`config.mk`:
```
export PLATFORM = sky130hd
export DESIGN_NAME = cache_ctrl_nway_flat
export DESIGN_NICKNAME = d
export VERILOG_FILES = /design/src/rtl/cache_pkg.sv /design/src/rtl/cache_ctrl_nway_if.sv /design/src/rtl/cache_victim_sel.sv /design/src/rtl/cache_ctrl_nway.sv /design/src/flat_wrapper.sv
export SDC_FILE = /design/constraint.sdc
export NUM_CORES = 1
export LEC_CHECK = 0
export CAP_MARGIN = 20
export CORE_MARGIN = 5
export CORE_UTILIZATION = 42
export CTS_CLUSTER_SIZE = 10
export DETAILED_ROUTE_END_ITERATION = 16
export PLACE_DENSITY = 0.8
export SYNTH_ARGS = -nofsm -noshare
export SYNTH_HDL_FRONTEND = slang
export SYNTH_HIERARCHICAL = 1
export SYNTH_SLANG_ARGS = --single-unit
```
`constraint.sdc`:
```
create_clock -name clk -period 2.4 [get_ports clk]
set_input_delay 0.6 -clock clk [delete_from_list [all_inputs] [get_ports clk]]
set_output_delay 0.6 -clock clk [all_outputs]
set_load 0.1 [all_outputs]
```
`src/rtl/cache_pkg.sv`:
```
// Shared types and helpers for the N-way cache controller.
// Holds the FSM state encoding, write policies and way-index helpers.
package cache_pkg;

  typedef enum logic [3:0] {
    S_IDLE,
    S_LOOKUP,
    S_WB_REQ,
    S_WB_DATA,
    S_RF_REQ,
    S_RF_DATA,
    S_WT_REQ,
    S_WT_DATA,
    S_FINISH
  } ctrl_state_t;

  localparam int POLICY_WB = 0;
  localparam int POLICY_WT = 1;

  // Widest way vector the helpers accept.
  localparam int MAX_WAYS = 64;

  // Index of the set bit of a one-hot vector (0 for all-zero).
  function automatic int onehot_to_idx(
    input logic [MAX_WAYS-1:0] v
  );
    int idx;
    idx = 0;
    for (int i = 0; i < MAX_WAYS; i++) begin
      if (v[i]) idx = idx | i;
    end
    return idx;
  endfunction

  // Lowest index below n whose bit is clear (0 if none).
  function automatic int first_zero_idx(
    input logic [MAX_WAYS-1:0] v,
    input int                  n
  );
    int   idx;
    logic found;
    idx   = 0;
    found = 1'b0;
    for (int i = 0; i < MAX_WAYS; i++) begin
      if (i < n && !found && !v[i]) begin
        idx   = i;
        found = 1'b1;
      end
    end
    return idx;
  endfunction

endpackage

```
`src/rtl/cache_ctrl_nway_if.sv`:
```
// CPU, tag/data array and memory strobes of the cache controller.
// slave = controller view, master = environment view.
interface cache_ctrl_nway_if #(
  parameter int WAYS       = 4,
  parameter int LINE_WORDS = 4
);
  localparam int WAY_W  = (WAYS > 1) ? $clog2(WAYS) : 1;
  localparam int BEAT_W = (LINE_WORDS > 1) ? $clog2(LINE_WORDS) : 1;

  logic              req_valid;
  logic              req_we;
  logic              req_ready;
  logic              tag_rd_en;
  logic [WAYS-1:0]   hit_way;
  logic [WAYS-1:0]   valid_way;
  logic [WAYS-1:0]   dirty_way;
  logic [WAY_W-1:0]  way_sel;
  logic [BEAT_W-1:0] beat_idx;
  logic              cache_rd_en;
  logic              cache_wr_en;
  logic              refill_we;
  logic              victim_rd_en;
  logic              tag_update;
  logic              set_dirty;
  logic              mem_req;
  logic              mem_we;
  logic              mem_wt;
  logic              mem_gnt;
  logic              mem_beat;
  logic              resp_valid;
  logic              resp_hit;

  modport slave (
    input  req_valid, req_we,
    input  hit_way, valid_way, dirty_way,
    input  mem_gnt, mem_beat,
    output req_ready, tag_rd_en,
    output way_sel, beat_idx,
    output cache_rd_en, cache_wr_en,
    output refill_we, victim_rd_en,
    output tag_update, set_dirty,
    output mem_req, mem_we, mem_wt,
    output resp_valid, resp_hit
  );

  modport master (
    output req_valid, req_we,
    output hit_way, valid_way, dirty_way,
    output mem_gnt, mem_beat,
    input  req_ready, tag_rd_en,
    input  way_sel, beat_idx,
    input  cache_rd_en, cache_wr_en,
    input  refill_we, victim_rd_en,
    input  tag_update, set_dirty,
    input  mem_req, mem_we, mem_wt,
    input  resp_valid, resp_hit
  );

endinterface

```
`src/rtl/cache_victim_sel.sv`:
```
// Victim way choice: first invalid way, else round-robin pointer.
// The pointer only moves when a full set forces an eviction.
module cache_victim_sel
  import cache_pkg::*;
#(
  parameter int WAYS  = 4,
  parameter int WAY_W = 2
) (
  input  logic             clk,
  input  logic             rst,
  input  logic [WAYS-1:0]  valid_way,
  input  logic             advance,
  output logic [WAY_W-1:0] victim,
  output logic             all_valid
);

  logic [WAY_W-1:0] rr_q, rr_d;

  // Pick the victim and compute the wrapped next pointer.
  always_comb begin
    all_valid = &valid_way;
    victim    = all_valid ? rr_q :
      WAY_W'(first_zero_idx(MAX_WAYS'(valid_way), WAYS));
    rr_d = rr_q;
    if (advance) begin
      rr_d = (rr_q == WAY_W'(WAYS - 1)) ? '0 :
             rr_q + WAY_W'(1);
    end
  end

  // Round-robin pointer register.
  always_ff @(posedge clk or posedge rst) begin
    if (rst) rr_q <= '0;
    else     rr_q <= rr_d;
  end

endmodule

```
`src/rtl/cache_ctrl_nway.sv`:
```
// N-way set-associative cache controller FSM.
// Sequences lookup, writeback, refill and write-through bursts.
module cache_ctrl_nway
  import cache_pkg::*;
#(
  parameter int WAYS         = 4,
  parameter int LINE_WORDS   = 4,
  parameter int WRITE_POLICY = 0
) (
  input  logic         clk,
  input  logic         rst,
  cache_ctrl_nway_if.slave bus
);

  localparam int WAY_W  = (WAYS > 1) ? $clog2(WAYS) : 1;
  localparam int BEAT_W = (LINE_WORDS > 1) ? $clog2(LINE_WORDS) : 1;
  localparam logic IS_WT = (WRITE_POLICY == POLICY_WT);

  ctrl_state_t       state_q, state_d;
  logic [BEAT_W-1:0] cnt_q, cnt_d;
  logic [WAY_W-1:0]  way_q, way_d;
  logic              we_q, we_d;
  logic              hit_q, hit_d;

  logic              hit;
  logic              wt_wr;
  logic              last_beat;
  logic              advance;
  logic              all_valid;
  logic              vict_dirty;
  logic [WAY_W-1:0]  hit_idx;
  logic [WAY_W-1:0]  victim;

  assign hit       = |bus.hit_way;
  assign hit_idx   = WAY_W'(onehot_to_idx(MAX_WAYS'(bus.hit_way)));
  assign wt_wr     = IS_WT && we_q;
  assign last_beat = (cnt_q == BEAT_W'(LINE_WORDS - 1));
  assign advance   = (state_q == S_LOOKUP) && !hit &&
                     !wt_wr && all_valid;

  cache_victim_sel #(
    .WAYS  (WAYS),
    .WAY_W (WAY_W)
  ) u_victim (
    .clk       (clk),
    .rst       (rst),
    .valid_way (bus.valid_way),
    .advance   (advance),
    .victim    (victim),
    .all_valid (all_valid)
  );

  // Victim needs writeback only when it holds a valid dirty line.
  always_comb begin
    vict_dirty = 1'b0;
    for (int i = 0; i < WAYS; i++) begin
      if (victim == WAY_W'(i)) begin
        vict_dirty = bus.valid_way[i] & bus.dirty_way[i];
      end
    end
  end

  // Next-state and strobe decode.
  always_comb begin
    state_d          = state_q;
    cnt_d            = cnt_q;
    way_d            = way_q;
    we_d             = we_q;
    hit_d            = hit_q;
    bus.req_ready    = 1'b0;
    bus.tag_rd_en    = 1'b0;
    bus.way_sel      = way_q;
    bus.beat_idx     = cnt_q;
    bus.cache_rd_en  = 1'b0;
    bus.cache_wr_en  = 1'b0;
    bus.refill_we    = 1'b0;
    bus.victim_rd_en = 1'b0;
    bus.tag_update   = 1'b0;
    bus.set_dirty    = 1'b0;
    bus.mem_req      = 1'b0;
    bus.mem_we       = 1'b0;
    bus.mem_wt       = 1'b0;
    bus.resp_valid   = 1'b0;
    bus.resp_hit     = 1'b0;
    unique case (state_q)
      S_IDLE: begin
        bus.req_ready = 1'b1;
        bus.tag_rd_en = bus.req_valid;
        if (bus.req_valid) begin
          we_d    = bus.req_we;
          state_d = S_LOOKUP;
        end
      end
      S_LOOKUP: begin
        hit_d = hit;
        if (hit) begin
          bus.way_sel = hit_idx;
          way_d       = hit_idx;
          if (!we_q) begin
            bus.cache_rd_en = 1'b1;
            bus.resp_valid  = 1'b1;
            bus.resp_hit    = 1'b1;
            state_d         = S_IDLE;
          end else if (IS_WT) begin
            bus.cache_wr_en = 1'b1;
            state_d         = S_WT_REQ;
          end else begin
            bus.cache_wr_en = 1'b1;
            bus.set_dirty   = 1'b1;
            bus.resp_valid  = 1'b1;
            bus.resp_hit    = 1'b1;
            state_d         = S_IDLE;
          end
        end else if (wt_wr) begin
          state_d = S_WT_REQ;
        end else begin
          bus.way_sel = victim;
          way_d       = victim;
          state_d     = (vict_dirty && !IS_WT) ?
                        S_WB_REQ : S_RF_REQ;
        end
      end
      S_WB_REQ: begin
        bus.mem_req = 1'b1;
        bus.mem_we  = 1'b1;
        cnt_d       = '0;
        if (bus.mem_gnt) state_d = S_WB_DATA;
      end
      S_WB_DATA: begin
        bus.victim_rd_en = 1'b1;
        bus.mem_we       = 1'b1;
        if (bus.mem_beat) begin
          if (last_beat) begin
            cnt_d   = '0;
            state_d = S_RF_REQ;
          end else begin
            cnt_d = cnt_q + BEAT_W'(1);
          end
        end
      end
      S_RF_REQ: begin
        bus.mem_req = 1'b1;
        if (bus.mem_gnt) state_d = S_RF_DATA;
      end
      S_RF_DATA: begin
        if (bus.mem_beat) begin
          bus.refill_we = 1'b1;
          if (last_beat) begin
            bus.tag_update = 1'b1;
            bus.set_dirty  = we_q;
            cnt_d          = '0;
            state_d        = S_FINISH;
          end else begin
            cnt_d = cnt_q + BEAT_W'(1);
          end
        end
      end
      S_FINISH: begin
        bus.cache_rd_en = !we_q;
        bus.cache_wr_en = we_q;
        bus.set_dirty   = we_q;
        bus.resp_valid  = 1'b1;
        state_d         = S_IDLE;
      end
      S_WT_REQ: begin
        bus.mem_req = 1'b1;
        bus.mem_we  = 1'b1;
        bus.mem_wt  = 1'b1;
        if (bus.mem_gnt) state_d = S_WT_DATA;
      end
      S_WT_DATA: begin
        bus.mem_we = 1'b1;
        bus.mem_wt = 1'b1;
        if (bus.mem_beat) begin
          bus.resp_valid = 1'b1;
          bus.resp_hit   = hit_q;
          state_d        = S_IDLE;
        end
      end
      default: state_d = S_IDLE;
    endcase
  end

  // Controller state registers.
  always_ff @(posedge clk or posedge rst) begin
    if (rst) begin
      state_q <= S_IDLE;
      cnt_q   <= '0;
      way_q   <= '0;
      we_q    <= 1'b0;
      hit_q   <= 1'b0;
    end else begin
      state_q <= state_d;
      cnt_q   <= cnt_d;
      way_q   <= way_d;
      we_q    <= we_d;
      hit_q   <= hit_d;
    end
  end

endmodule

```
`src/flat_wrapper.sv`:
```
// flat-port wrapper written by rule: the top's interface ports become plain ports
module cache_ctrl_nway_flat import cache_pkg::*;
#(
  parameter int WAYS         = 4,
  parameter int LINE_WORDS   = 4,
  parameter int WRITE_POLICY = 0
)
  (clk, rst, bus_req_valid, bus_req_we, bus_hit_way, bus_valid_way, bus_dirty_way, bus_mem_gnt, bus_mem_beat, bus_req_ready, bus_tag_rd_en, bus_way_sel, bus_beat_idx, bus_cache_rd_en, bus_cache_wr_en, bus_refill_we, bus_victim_rd_en, bus_tag_update, bus_set_dirty, bus_mem_req, bus_mem_we, bus_mem_wt, bus_resp_valid, bus_resp_hit);
  cache_ctrl_nway_if #(.WAYS(WAYS), .LINE_WORDS(LINE_WORDS)) bus_i ();
  input  logic clk;
  input  logic rst;
  input wire logic [$bits(bus_i.req_valid)-1:0] bus_req_valid;
  input wire logic [$bits(bus_i.req_we)-1:0] bus_req_we;
  input wire logic [$bits(bus_i.hit_way)-1:0] bus_hit_way;
  input wire logic [$bits(bus_i.valid_way)-1:0] bus_valid_way;
  input wire logic [$bits(bus_i.dirty_way)-1:0] bus_dirty_way;
  input wire logic [$bits(bus_i.mem_gnt)-1:0] bus_mem_gnt;
  input wire logic [$bits(bus_i.mem_beat)-1:0] bus_mem_beat;
  output wire logic [$bits(bus_i.req_ready)-1:0] bus_req_ready;
  output wire logic [$bits(bus_i.tag_rd_en)-1:0] bus_tag_rd_en;
  output wire logic [$bits(bus_i.way_sel)-1:0] bus_way_sel;
  output wire logic [$bits(bus_i.beat_idx)-1:0] bus_beat_idx;
  output wire logic [$bits(bus_i.cache_rd_en)-1:0] bus_cache_rd_en;
  output wire logic [$bits(bus_i.cache_wr_en)-1:0] bus_cache_wr_en;
  output wire logic [$bits(bus_i.refill_we)-1:0] bus_refill_we;
  output wire logic [$bits(bus_i.victim_rd_en)-1:0] bus_victim_rd_en;
  output wire logic [$bits(bus_i.tag_update)-1:0] bus_tag_update;
  output wire logic [$bits(bus_i.set_dirty)-1:0] bus_set_dirty;
  output wire logic [$bits(bus_i.mem_req)-1:0] bus_mem_req;
  output wire logic [$bits(bus_i.mem_we)-1:0] bus_mem_we;
  output wire logic [$bits(bus_i.mem_wt)-1:0] bus_mem_wt;
  output wire logic [$bits(bus_i.resp_valid)-1:0] bus_resp_valid;
  output wire logic [$bits(bus_i.resp_hit)-1:0] bus_resp_hit;
  assign bus_i.req_valid = bus_req_valid;
  assign bus_i.req_we = bus_req_we;
  assign bus_i.hit_way = bus_hit_way;
  assign bus_i.valid_way = bus_valid_way;
  assign bus_i.dirty_way = bus_dirty_way;
  assign bus_i.mem_gnt = bus_mem_gnt;
  assign bus_i.mem_beat = bus_mem_beat;
  assign bus_req_ready = bus_i.req_ready;
  assign bus_tag_rd_en = bus_i.tag_rd_en;
  assign bus_way_sel = bus_i.way_sel;
  assign bus_beat_idx = bus_i.beat_idx;
  assign bus_cache_rd_en = bus_i.cache_rd_en;
  assign bus_cache_wr_en = bus_i.cache_wr_en;
  assign bus_refill_we = bus_i.refill_we;
  assign bus_victim_rd_en = bus_i.victim_rd_en;
  assign bus_tag_update = bus_i.tag_update;
  assign bus_set_dirty = bus_i.set_dirty;
  assign bus_mem_req = bus_i.mem_req;
  assign bus_mem_we = bus_i.mem_we;
  assign bus_mem_wt = bus_i.mem_wt;
  assign bus_resp_valid = bus_i.resp_valid;
  assign bus_resp_hit = bus_i.resp_hit;
  cache_ctrl_nway #(.WAYS(WAYS), .LINE_WORDS(LINE_WORDS), .WRITE_POLICY(WRITE_POLICY)) u_core (.clk(clk), .rst(rst), .bus(bus_i));
endmodule
```
# Word-level counts from Yosys, hierarchy flattened
# Cells that the tools add are included.
# totals
reg_bits,12
# classes
n_addsub,2
eq_ne,23
muxes,56
bitwise,4
n_reduce_logical,24
# op_table
operator,n
$mux 4,10
$pmux 4 s8,1
$mux 1,28
$mux 2,10
$eq 4x3->1 const B,4
$ne 2x2->1 const B,7
$reduce_and 9->1,1
$eq 2x2->1 const B,4
$eq 4x2->1 const B,2
$reduce_or 4->1,2
$logic_not 1->1,7
$ne 2x1->1 const B,3
$pmux 1 s2,3
$pmux 1 s3,2
$logic_and 1x1->1,5
$add 2x1->2 const B,2
$and 1x1->1,4
$eq 4x1->1 const B,1
$eq 4x4->1 const B,1
$logic_not 4->1,1
$pmux 2 s2,1
$reduce_and 2->1,2
$reduce_and 4->1,1
$reduce_or 2->1,2
5 further kinds,5

# Longest topological paths before layout
# Gate-level depths: netlist (run 1).
# depth
depth_word,18
ltp_mapped,6

# Hierarchy
# Netlist (run 1), hierarchy kept.
# by_module_without_submodules
mod,n_inst,cells_per_inst,area_per_inst_um2
cache_ctrl_nway,1,90,748.2
cache_victim_sel,1,16,135.1

# Worst setup path after synthesis (run 1)
# No wires, ideal clock.
# synth_path
path_kind,reg-to-output
from,reg u_core.state_q[0]
to,out bus_set_dirty
arrival_ps,4675
t_required_ps,1800
path_slack_ps,-2875
stages_incl_launch_ff,6
path_buffers,1
cell_sequence,dfrtp_1 > clkbuf_1 > nand3_1 > nor3_1 > nand2_1 > a21oi_1
# synth_between
elab_chain_cells,2
# synth_rtl
item,line,text
from (decl),cache_ctrl_nway.sv:19,"ctrl_state_t state_q, state_d;"
from (signal assigned),cache_ctrl_nway.sv:193,state_q <= state_d;
$eq 4x4->1 (tied with other cells),cache_ctrl_nway.sv:85,unique case (state_q)
$pmux 1 s3 *,cache_ctrl_nway.sv:85,
to (decl),flat_wrapper.sv:28,output wire logic [$bits(bus_i.set_dirty)-1:0] bus_set_dirty;
# Every way passes the cells marked *; elsewhere a longest branch is shown, timed or not.

# Final worst setup path (run 1)
# layout_path
from,in bus_valid_way[3]
to,out bus_way_sel[0]
# layout_between
elab_chain_cells,6
# layout_rtl
item,line,text
from (decl),flat_wrapper.sv:15,input wire logic [$bits(bus_i.valid_way)-1:0] bus_valid_way;
$logic_not 1->1,cache_pkg.sv:45,if (i < n && !found && !v[i]) begin
$logic_and 1x1->1,cache_pkg.sv:45,
$mux 2,cache_pkg.sv:45,
$mux 2 *,cache_victim_sel.sv:22,victim = all_valid ? rr_q :
via u_core.victim[0],cache_ctrl_nway.sv:32,logic [WAY_W-1:0] victim;
$mux 2 *,cache_ctrl_nway.sv:96,if (hit) begin
$mux 2 *,cache_ctrl_nway.sv:85,
to (decl),flat_wrapper.sv:21,output wire logic [$bits(bus_i.way_sel)-1:0] bus_way_sel;
# The timed path passes the listed nets; every way through them passes the cells marked *.

==> results of run 1 <==
how the worst max path moves through the flow:
| stage | start | end | slack, ns |
|---|---|---|---|
| 2_1_floorplan | bus_mem_beat | bus_set_dirty | -0.56 |
| 3_3_place_gp | bus_valid_way[2] | bus_way_sel[0] | -0.22 |
| 3_5_place_dp | bus_valid_way[2] | bus_way_sel[0] | -0.28 |
| 4_1_cts | bus_valid_way[2] | bus_way_sel[0] | 0.003 |
| 5_1_grt | u_core/state_q[0]$_DFFE_PP0P_ | bus_resp_hit | -0.01 |
| 6_report | bus_valid_way[3] | bus_way_sel[0] | 0.03 |
cell usage in the layout (no fill, tap or decap), types with 3 or more instances in the layout:
master,n
sky130_fd_sc_hd__buf_4,22
sky130_fd_sc_hd__buf_12,15
sky130_fd_sc_hd__nor2_1,13
sky130_fd_sc_hd__dfrtp_1,10
sky130_fd_sc_hd__clkdlybuf4s50_1,8
sky130_fd_sc_hd__inv_1,8
sky130_fd_sc_hd__nand2_1,6
sky130_fd_sc_hd__dlygate4sd2_1,5
sky130_fd_sc_hd__nand3_1,4
sky130_fd_sc_hd__o21ai_1,4
sky130_fd_sc_hd__a21oi_4,4
sky130_fd_sc_hd__clkbuf_4,3
sky130_fd_sc_hd__nand2b_1,3
stage by stage:
stage / area (sq um) / utilization / hold WS (ns) / TNS, ns / cells
after global placement: 1640 / 0.826 / 0.483 / -1.09 / 181
after floorplan: 1020 / - / 0.341 / -1.81 / 106
final: 1720 / 0.869 / 0.518 / 0 / 187
after CTS: 1700 / 0.860 / 0.512 / 0 / 187
after global routing: 1720 / 0.869 / 0.532 / -0.0157 / 187
after detailed placement: 1640 / 0.826 / 0.535 / -1.31 / 181
registers in the layout, summed over array words and instances (netlist names):
register / count
u_core/bus.beat_idx: 2
u_core/u_victim/rr_q: 2
u_core/hit_q: 1
u_core/we_q: 1
u_core/state_q: 4
u_core/way_q: 2
critical path, delay by kind of cell:
family / cells / cell delay, ns
and+or+nand+nor: 2 / 0.34
AOI/OAI and AO/OA: 2 / 0.22
buffers and inverters: 3 / 0.61
layout make-up:
cell class,count,area [sq um],share of cell area
multi-input combinational,80,683,0.397
tap,27,33.8,0.0196
clock buffer,4,36.3,0.0211
inverter,10,45.0,0.0262
timing repair buffer,54,621,0.360
sequential,12,303,0.176
timing repair:
action	in CTS	in global routing
setup buffers	2	0
pin swaps	3	4
gates resized for setup	18	10
setup endpoints to repair	8	7
per-layer routing:
metal / share of wire / global-route usage
met5: 0 / 0
met4: 0.053 / 0.119
met3: 0.074 / 0.0394
met2: 0.53 / 0.432
met1: 0.34 / 0.223
cell families after synthesis:
logic type	after synthesis
buffers and inverters	14
adder cells (fa/ha/maj)	2
XOR/XNOR	1
AO/OA/AOI/OAI	19
multiplexers	2
flip-flops	12
AND/OR/NAND/NOR	56
where the power goes:
part / leakage (nW) / total (mW) / internal [mW] / switching, mW
Clock: 0.0210 / 0.165 / 0.0922 / 0.0727
Sequential: 0.141 / 0.349 / 0.264 / 0.0856
Combinational: 0.577 / 1.85 / 0.659 / 1.19
Total: 0.739 / 2.36 / 1.02 / 1.34
==> results list, run 1 <==
- Kind of end point of the critical path: output port
* Maximum fanout along the worst path: 5
* Num ports: 35
* Worst setup skew after layout: 0.00269 ns
- Worst endpoint required time: around 1.8 ns
- Synth Flop Type: sky130_fd_sc_hd__dfrtp_1
- The synthesized-area fraction occupied by ao, oa, aoi and oai cells is 0.150.
* Layout cell share with drive strength beyond 1: 0.488
* Startpoint Class: input port
* Final setup violation count: 0
* Areal power density over the cells: approximately 1400 mW/mm^2
- After synthesis, the mean cell area works out to around 8.3 sq um.
* Via count of the first global-routing pass: 1182
* Standard-cell row count: 16
- Min-delay worst type: in -> async
* Sequential share of the synthesized area: 0.340
* Mapped cell area: approximately 880 sq um
- Routability-driven placement finished with a final weighted congestion of approximately 0.72.
* Transition time at the pin with the least slew margin: 0.398 ns
- STA puts the critical path data arrival time at ~1.8 ns.
- The number of nets handed over by synthesis was 126.
- In this run the number of H-tree levels came out at 1.
- For this run, the post-layout net count is 181.
* Floorplan die area: about 0.0031 sq mm
- The initial utilization of the core area, before any placement, comes to 0.446.
- Clock slew seen by the registers of the worst setup and hold paths: around 0.080 ns
* R2r worst-path depth: 5
- Aggregate global-route resource usage: 0.224
* Deepest clock path buffer count: 2
* Worst setup path class: in -> out
- Of the post-synthesis cell area, the dominant cell type holds 0.340.
* Largest net degree at the start of global routing: 13
- Cts hold-fix bufs: 0
- After detailed routing, the number of vias per cell comes to 6.11.
* Fill cell count: 95
- Leakage dissipation: approximately 0.74 nW
- Of the total synthesized cell area, the portion taken by full adders, half adders and majority gates is 0.0283.
* Synth area leader: sky130_fd_sc_hd__dfrtp_1
* Slowest stage delay, CP: 0.28 ns
- Of the total synthesized cell area, the portion taken by AND, OR, NAND and NOR gates is 0.367.
- By area, the combinational part of the netlist is dominated by simple AND/OR/NAND/NOR gates.
- Routed WL per cell: ~19 um
- Yosys cell types: 37
* Area of the core: approximately 0.002 sq mm
- Synthesis inferred 12 register bits.
- Setup repair after global routing could not meet its margin everywhere.
* RR Endpoint: u_core/state_q[0]$_DFFE_PP0P_
- Clock Sinks: 12
- The number of antenna violations at the first check in global routing is 0.
- The count of final max-slew check failures came to 0.
- Total Power Consumption: about 2.4 mW
- For this run, design rule violations remaining after detail routing come to 0.
- In the finished design, the share of the clock period the worst path needs comes to 0.988.
* Cell with the most instances after synthesis: sky130_fd_sc_hd__nor2_1
- The first detailed-routing pass ran for 4 iterations.
- DIE WIDTH: between 50 and 60 um
* Number of enable flip-flop cells after synthesis: 0
* Clock tree from TritonCTS: built
* Cell at the root of the clock tree: sky130_fd_sc_hd__clkbuf_4
- The tool flagged a number of max-cap violations equal to 0.
* Clock buffer count from CTS: 3
- Across the VDD grid, the largest voltage drop is 1.66 mV.
* Global-route congestion overflow total: 0
- Compared with the post-synthesis result, the final layout area differs by 94.9%.
- Standard cell with the maximum stage delay on the critical path: sky130_fd_sc_hd__dlygate4sd2_1
- CP Cell Sequence: dlygate4sd2_1 > nand3b_1 > and3_4 > a211oi_2 > buf_4 > a21oi_4 > buf_12
- Number of diodes: 0
* Wire length of the first global-routing pass: 5610 um
- Remaining antenna violation count after routing: 0
- Summed over all layers, the routed wires come to around 3500 um.
- Detailed placement finished with a half-perimeter wire length of ~2500 um.
- Yosys attributes the largest share of cell area to sky130_fd_sc_hd__dfrtp_1 34%, sky130_fd_sc_hd__nor2_1 6.8%, sky130_fd_sc_hd__inv_1 4.2%.
- Synth Warn #: 6
- After synthesis, the most frequently instantiated cells are 16 x sky130_fd_sc_hd__nor2_1, 12 x sky130_fd_sc_hd__dfrtp_1, 10 x sky130_fd_sc_hd__inv_1.
- Post-synthesis mux area share: 0.0340
- Pre-CTS worst setup slack: -0.280 ns
* Total number of vias: 1142
- The first routing iteration left 67 violations.
- Highest achievable clock rate: roughly 0.42 GHz
- The cell count after synthesis came out at about 110.
- The die is around 56 um tall.
- The clock reaches the later pin of the worst-skew pair after 0.28 ns.
- Of all flip-flops after synthesis, the portion carrying an async set or reset was 1.00.
- Final hold vios: 0
- After layout, the minimum clock period comes to between 2 and 2.5 ns.
* Count of port buffers added during placement: 34
* Worst flop-to-flop path startpoint: u_core/state_q[2]$_DFFE_PP0P_
- Register-to-Register Setup Slack: between 0.4 and 0.5 ns
- Slack of the critical path: 0.0280 ns
- Outcome: finished, final reports clean
- Xor/xnor share of the synthesized area: 0.00992
- Measured against its own limit, the worst slew margin works out to 0.734.
No activity file was read; power rests on OpenSTA's default activity.
==> run 2, diff against run 1 <==
CORE_MARGIN = 2   (was 5)
==> results list, run 2 (synthesis results as in run 1) <==
- Clock latency at the later pin of the worst-skew pair: 0.27 ns (was 0.28 ns)
- The accumulated negative setup slack was -0.0605 ns (was 0 ns).
- The I/O pin count was 35 (unchanged).
- The critical path startpoint category was an input port (unchanged).
- Aggregate global-route resource usage: 0.280 (was 0.224)
- Highest achievable clock rate: 0.406 GHz (was 0.422 GHz)
- The via count was 1069 (was 1142).
* Worst endpoint required time: 1.80 ns (about the same)
- RePlAce Congestion: 0.811 (was 0.722)
- The worst-case vdd ir drop is 1.27 mV (was 1.66 mV).
* Placed wire-length estimate after detailed placement: 2260 um (was 2460 um)
* Min-delay worst type: reg -> reg (was in -> async)
* Die height: 49.9 um (was 55.9 um)
* Areal power density over the cells: 1370 mW/mm^2 (about the same)
- The worst reg-to-reg path cell count came to 5 (unchanged).
* Layout cell share with drive strength beyond 1: 0.530 (was 0.488)
- The number of H-tree branching levels was 1 (unchanged).
* Vias per cell: 5.60 (was 6.11)
- The clock edge transition at the registers on the reported setup and hold paths was 0.08 ns (about the same).
- The horizontal extent of the die came to 49.9 um (was 55.9 um).
- The area of the core came to 0.00198 sq mm (unchanged).
- Cell at the root of the clock tree: sky130_fd_sc_hd__clkbuf_4 (unchanged)
- Starting Density: 0.446 (unchanged)
* Maximum fanout along the worst path: 3 (was 5)
* Kind of end point of the critical path: output port (unchanged)
- Total non-filler cell area in the finished layout: 0.00174 sq mm (was 0.00172 sq mm)
* Clock Sinks: 12 (unchanged)
* Slack of the critical path: -0.0605 ns (was 0.0280 ns)
- The maximum number of pins on one net before global-route repair came to 14 (was 13).
* Outcome: finished with violations (was finished, final reports clean)
* Number of diodes: 0 (unchanged)
* Detailed router's first-iteration violation count: 51 (was 67)
- The CTS tree is built (unchanged).
- The first-pass GRT wire length came to 5060 um (was 5610 um).
- The area after detailed placement is 0.00163 sq mm (was 0.00164 sq mm).
- The clock skew came to 0.00306 ns (was 0.00269 ns).
- Register bank with the most flops: u_core/state_q (unchanged)
- The register-to-register setup slack was 0.52 ns (was 0.43 ns).
- The filler cell count in the final layout came to 90 (was 95).
- The worst stage delay on the critical path was 0.29 ns (was 0.28 ns).
* Worst slew slack as a fraction of its limit: 0.718 (was 0.734)
- The count of final max-slew check failures was 0 (unchanged).
* DRC errors left: 0 (unchanged)
* Global-route congestion overflow total: 0 (unchanged)
- The critical path arrival is 1.86 ns (was 1.77 ns).
- Remaining antenna violation count after routing: 0 (unchanged)
* Wire length reported by the detailed router: 3300 um (was 3480 um)
* Number of antenna violations at the first check in global routing: 0 (unchanged)
- The commonest non-fill, non-tap cell in the layout was sky130_fd_sc_hd__buf_4 (unchanged).
- The leakage power total was 0.756 nW (was 0.739 nW).
- Startpoint of the tightest hold check path: u_core/bus.beat_idx[0]$_DFFE_PP0P_
* Total Power Consumption: 2.38 mW (was 2.36 mW)
- The count of buffer and inverter cells on the critical path came to 3 (unchanged).
- Deepest clock path buffer count: 2 (unchanged)
* Failing checks: setup timing
- The count of port buffers added during placement came to 34 (unchanged).
* Clock period minus worst slack: 2.46 ns (was 2.37 ns)
- The slowest cell on the critical path is sky130_fd_sc_hd__dlygate4sd2_1 (unchanged).
* Final worst path period share: 1.03 (was 0.988)
- CP Cell Sequence: dlygate4sd2_1 > nand3b_1 > and3_4 > a211oi_2 > buf_4 > a21oi_4 > buf_12 (unchanged).
* Kind of cell adding the most delay to the critical path: buffers and inverters (unchanged)
- The worst hold path terminates at u_core/bus.beat_idx[0]$_DFFE_PP0P_.
* Transition time at the pin with the least slew margin: 0.422 ns (was 0.398 ns)
- The average wire length per cell after detail routing came to 17.3 um (was 18.6 um).
* Final hold vios: 0 (unchanged)
- The final setup violation count was 1 (was 0).
- Hold path cells: 1
- The first-pass iteration count of the detailed router came to 4 (unchanged).
- Pre-CTS worst setup slack: -0.303 ns (was -0.280 ns)
- The number of clock buffers inserted by TritonCTS is 3 (unchanged).
- The source of the worst register-to-register timing path is u_core/state_q[2]$_DFFE_PP0P_ (unchanged).
- The share of the core filled with cells in the final layout came to 0.878 (was 0.869).
* Via count of the first global-routing pass: 1127 (was 1182)
* Total of max-cap violations: 0 (unchanged)
- Most used cells in the layout excluding fill and tap cells: 26 x sky130_fd_sc_hd__buf_4, 15 x sky130_fd_sc_hd__buf_12, 12 x sky130_fd_sc_hd__nor2_1 (was 22 x sky130_fd_sc_hd__buf_4, 15 x sky130_fd_sc_hd__buf_12, 13 x sky130_fd_sc_hd__nor2_1, 10 x sky130_fd_sc_hd__dfrtp_1).
- Largest register FFs: 4 (unchanged)
* RR Endpoint: u_core/state_q[0]$_DFFE_PP0P_ (unchanged)
- The row count was 16 (unchanged).
- Worst setup path class: in -> out (unchanged)
- Floorplan die area: 0.00249 sq mm (was 0.00312 sq mm)
* Net total in the final layout: 185 (was 181)
* Area growth from synthesis to final layout: 96.9% (was 94.9%)
==> run 2: cell count changes in the layout (fill, tap and decap cells not counted), moves of 2 or more <==
cell	before	now
sky130_fd_sc_hd__nor2_2	2	4
sky130_fd_sc_hd__dlygate4sd2_1	5	2
sky130_fd_sc_hd__dfrtp_1	10	8
sky130_fd_sc_hd__buf_4	22	26
sky130_fd_sc_hd__clkbuf_2	2	5
sky130_fd_sc_hd__dfrtp_2	2	4
==> run 2: how the worst max path moves through the flow <==
stage,start,depth (start not counted),endpoint,slack [ns]
2_1_floorplan,bus_mem_beat,4,bus_set_dirty,-0.56
3_3_place_gp,bus_valid_way[2],7,bus_way_sel[0],-0.22
3_5_place_dp,bus_valid_way[2],7,bus_way_sel[0],-0.30
4_1_cts,bus_hit_way[3],6,bus_way_sel[1],0.004
5_1_grt,bus_valid_way[3],7,bus_way_sel[0],-0.11
6_report,bus_valid_way[3],7,bus_way_sel[0],-0.06
==> run 2: per-layer routing <==
| layer | share of wire | vias up | GRT usage |
|---|---|---|---|
| met5 | 0 | - | 0 |
| met4 | 0.039 | 0 | 0.162 |
| met3 | 0.046 | 17 | 0.0424 |
| met2 | 0.55 | 61 | 0.542 |
| met1 | 0.36 | 501 | 0.275 |
| li1 | - | 490 | - |
==> run 2: layout make-up <==
class | instances | area, sq um | area share
Clock buffer | 4 | 36.3 | 0.0209
Inverter | 10 | 45.0 | 0.0259
Multi-Input combinational cell | 80 | 681 | 0.391
Sequential cell | 12 | 305 | 0.176
Tap cell | 27 | 33.8 | 0.0194
Timing Repair Buffer | 58 | 638 | 0.367
==> run 2: stage by stage <==
stage               hold slack (ns)  cells
CTS                           0.512    188
floorplan                     0.341    106
global route                  0.534    191
global placement              0.486    180
detailed placement            0.503    180
finish                        0.530    191
==> run 2: worst register-to-register path, stage by stage, from the launching register on <==
cell and delay, ns:
sky130_fd_sc_hd__dfrtp_2 0.49, sky130_fd_sc_hd__buf_4 0.20, sky130_fd_sc_hd__or4_4 0.50, sky130_fd_sc_hd__a21oi_4 0.21, sky130_fd_sc_hd__nor3_2 0.07, sky130_fd_sc_hd__mux2_4 0.29
==> run 2: repair_timing <==
item,4_1_cts,5_1_grt
hold buffers,0,0
pin swaps,6,7
setup buffers,4,3
setup endpoints to repair,8,8
resized for setup,19,14
==> run 2: power breakdown <==
group | total, mW | leakage (nW) | switching [mW] | internal (mW)
registers | 0.346 | 0.138 | 0.0806 | 0.265
clock network | 0.165 | 0.0210 | 0.0726 | 0.0920
logic | 1.87 | 0.597 | 1.17 | 0.697
==> run 3, diff against run 2 <==
CTS_BUF_LIST = sky130_fd_sc_hd__clkbuf_16   (was default)
==> results list, run 3 (synthesis results as in run 1) <==
- Outcome: finished, final reports clean (was finished with violations)
- The via density per instance is 5.89 (was 5.60).
- Maximum vdd drop: 1.42 mV (was 1.27 mV)
- DRC errors left: 0 (unchanged)
* Area of the core: 0.00198 sq mm (unchanged)
- The slack of the critical path was 0.0158 ns (was -0.0605 ns).
* Remaining antenna violation count after routing: 0 (unchanged)
- Areal power density over the cells: 1430 mW/mm^2 (was 1370 mW/mm^2)
* Min-delay worst type: reg -> reg (unchanged)
- Clock buffer count from CTS: 3 (unchanged)
* Largest register FFs: 4 (unchanged)
- The average wire length per cell after detail routing was 18.7 um (was 17.3 um).
- The initial core utilization came to 0.446 (unchanged).
* Leakage dissipation: 0.766 nW (was 0.756 nW)
* Fill cell count: 82 (was 90)
* Number of diodes: 0 (unchanged)
- The type of the worst setup path is in -> out (unchanged).
- The count of final max-slew check failures came to 0 (unchanged).
- Number of antenna violations at the first check in global routing: 0 (unchanged)
- Count of port buffers added during placement: 34 (unchanged)
- The slowest cell on the critical path is sky130_fd_sc_hd__dlygate4sd2_1 (unchanged).
* Core utilization of the finished layout: 0.886 (was 0.878)
- The final setup violation count was 0 (was 1).
- The clock skew came to 0.000969 ns (was 0.00306 ns).
- Detailed router's first-iteration violation count: 41 (was 51)
- The number of global-route vias before repair was 1197 (was 1127).
- Startpoint Class: input port (unchanged)
- The count of max-cap constraint violations is 0 (unchanged).
- The via count is 1114 (was 1069).
* Num ports: 35 (unchanged)
- Floorplan die area: 0.00249 sq mm (unchanged)
- The category of cells accounting for the largest share of critical-path delay is buffers and inverters (unchanged).
* Area growth from synthesis to final layout: 98.7% (was 96.9%)
- Die height: 49.9 um (unchanged)
- The capturing element type of the critical path was an output port (unchanged).
* Crit path buffers/inverters: 3 (unchanged)
- The clock latency at the later pin of the worst-skew pair came to 0.24 ns (was 0.27 ns).
- Aggregate global-route resource usage: 0.315 (was 0.280)
- Final worst path period share: 0.993 (was 1.03)
- The maximum fanout encountered on the critical timing path came to 5 (was 3).
- The relative slew slack came to 0.714 (was 0.718).
* Leading cell type in the layout, fill and taps excluded: sky130_fd_sc_hd__buf_4 (unchanged)
- Setup repair after global routing left no endpoint under its margin.
* Net total in the final layout: 183 (was 185)
* Layout cell share with drive strength beyond 1: 0.506 (was 0.530)
- The number of hold-slack violations in the final timing report was 0 (unchanged).
- The worst setup slack after placement is -0.303 ns (unchanged).
- Transition time at the pin with the least slew margin: 0.429 ns (was 0.422 ns)
- Worst endpoint required time: 1.80 ns (about the same)
- H-tree lvl count: 1 (unchanged)
- Placed wire-length estimate after detailed placement: 2260 um (unchanged)
- Wire length of the first global-routing pass: 5620 um (was 5060 um)
* RePlAce Congestion: 0.811 (unchanged)
- CP Cell Sequence: dlygate4sd2_1 > nand3b_1 > and3_4 > a211oi_2 > buf_4 > a21oi_4 > buf_12 (unchanged).
* Clock tree from TritonCTS: built (unchanged)
- The critical path arrival was 1.78 ns (was 1.86 ns).
- Cell at the root of the clock tree: sky130_fd_sc_hd__clkbuf_16 (was sky130_fd_sc_hd__clkbuf_4)
- The maximum operating frequency came to 0.419 GHz (was 0.406 GHz).
- The worst stage delay on the critical path is 0.27 ns (was 0.29 ns).
- The register bank with the most flops was u_core/state_q (unchanged).
- Global-route congestion overflow total: 0 (unchanged)
- The number of sinks handled by clock tree synthesis came to 12 (unchanged).
- The post-layout minimum cycle time came to 2.38 ns (was 2.46 ns).
* Standard-cell row count: 16 (unchanged)
* DIE WIDTH: 49.9 um (unchanged)
- Largest net degree at the start of global routing: 14 (unchanged)
* Clock slew seen by the registers of the worst setup and hold paths: 0.04 ns (was 0.08 ns)
- Cts hold-fix bufs: 0 (unchanged)
- Wire length reported by the detailed router: 3540 um (was 3300 um)
* Most used cells in the layout excluding fill and tap cells: 24 x sky130_fd_sc_hd__buf_4, 15 x sky130_fd_sc_hd__buf_12, 11 x sky130_fd_sc_hd__nor2_1, 10 x sky130_fd_sc_hd__dfrtp_1 (was 26 x sky130_fd_sc_hd__buf_4, 15 x sky130_fd_sc_hd__buf_12, 12 x sky130_fd_sc_hd__nor2_1)
* Router iterations before antenna repair: 4 (unchanged)
- Deepest clock path buffer count: 2 (unchanged)
-- run 3: changes by cell type in the layout (fill, tap and decap cells not counted), moves of 2 or more --
cell | before | now
sky130_fd_sc_hd__buf_4 | 26 | 24
sky130_fd_sc_hd__clkbuf_16 | 0 | 3
sky130_fd_sc_hd__clkbuf_4 | 3 | 0
sky130_fd_sc_hd__dfrtp_1 | 8 | 10
sky130_fd_sc_hd__dfrtp_2 | 4 | 2
-- run 3: timing repair --
item,in CTS,in global routing
endpoints found under the setup margin,8,7
pin swaps,6,5
setup buffers,3,2
resized for setup,19,11
-- run 3: worst paths after layout --
path | endpoint | from | cells past startpoint | slack (ns)
worst max-delay path | bus_way_sel[0] | bus_valid_way[3] | 7 | 0.02
worst min-delay path | u_core/bus.beat_idx[0]$_DFFE_PP0P_ | u_core/bus.beat_idx[0]$_DFFE_PP0P_ | 1 | 0.53
max in group asynchronous | u_core/state_q[0]$_DFFE_PP0P_ | rst | 2 | 1.37
worst min register to register | u_core/bus.beat_idx[0]$_DFFE_PP0P_ | u_core/bus.beat_idx[0]$_DFFE_PP0P_ | 1 | 0.53
min in group asynchronous | u_core/u_victim/rr_q[1]$_DFFE_PP0P_ | rst | 2 | 0.57
worst max register to register | u_core/state_q[0]$_DFFE_PP0P_ | u_core/state_q[2]$_DFFE_PP0P_ | 5 | 0.45
-- run 3: power breakdown --
group	switching [mW]	internal, mW
clock network	0.0924	0.220
registers	0.0882	0.265
logic	1.17	0.675
-- run 3: layout make-up --
type | count | area (sq um) | share of cell area
clock buffers | 3 | 75.1 | 0.0428
clock inverters | 1 | 3.75 | 0.00214
inverters | 10 | 45.0 | 0.0257
multi-input cells | 80 | 672 | 0.383
flip-flops and latches | 12 | 303 | 0.172
well taps | 27 | 33.8 | 0.0192
repair buffers | 56 | 623 | 0.355
-- run 3: layer usage --
metal,share of wire,GRT usage,wire length (um),vias to the layer above
met2,0.54,0.573,1930,69
li1,-,-,-,483
met5,0,0,0,-
met1,0.34,0.310,1220,542
met3,0.057,0.0576,203,20
met4,0.054,0.245,191,0
-- run 3: through the flow --
step                instance area (sq um)  power [mW]  hold WS, ns  instances  setup TNS [ns]
floorplan                            1020        1.53        0.341        106           -1.81
global placement                     1630        2.10        0.486        180           -1.10
detailed placement                   1630        2.14        0.503        180           -1.36
CTS                                  1760        2.48        0.512        187               0
global route                         1760        2.59        0.548        189               0
finish                               1760        2.51        0.525        189               0
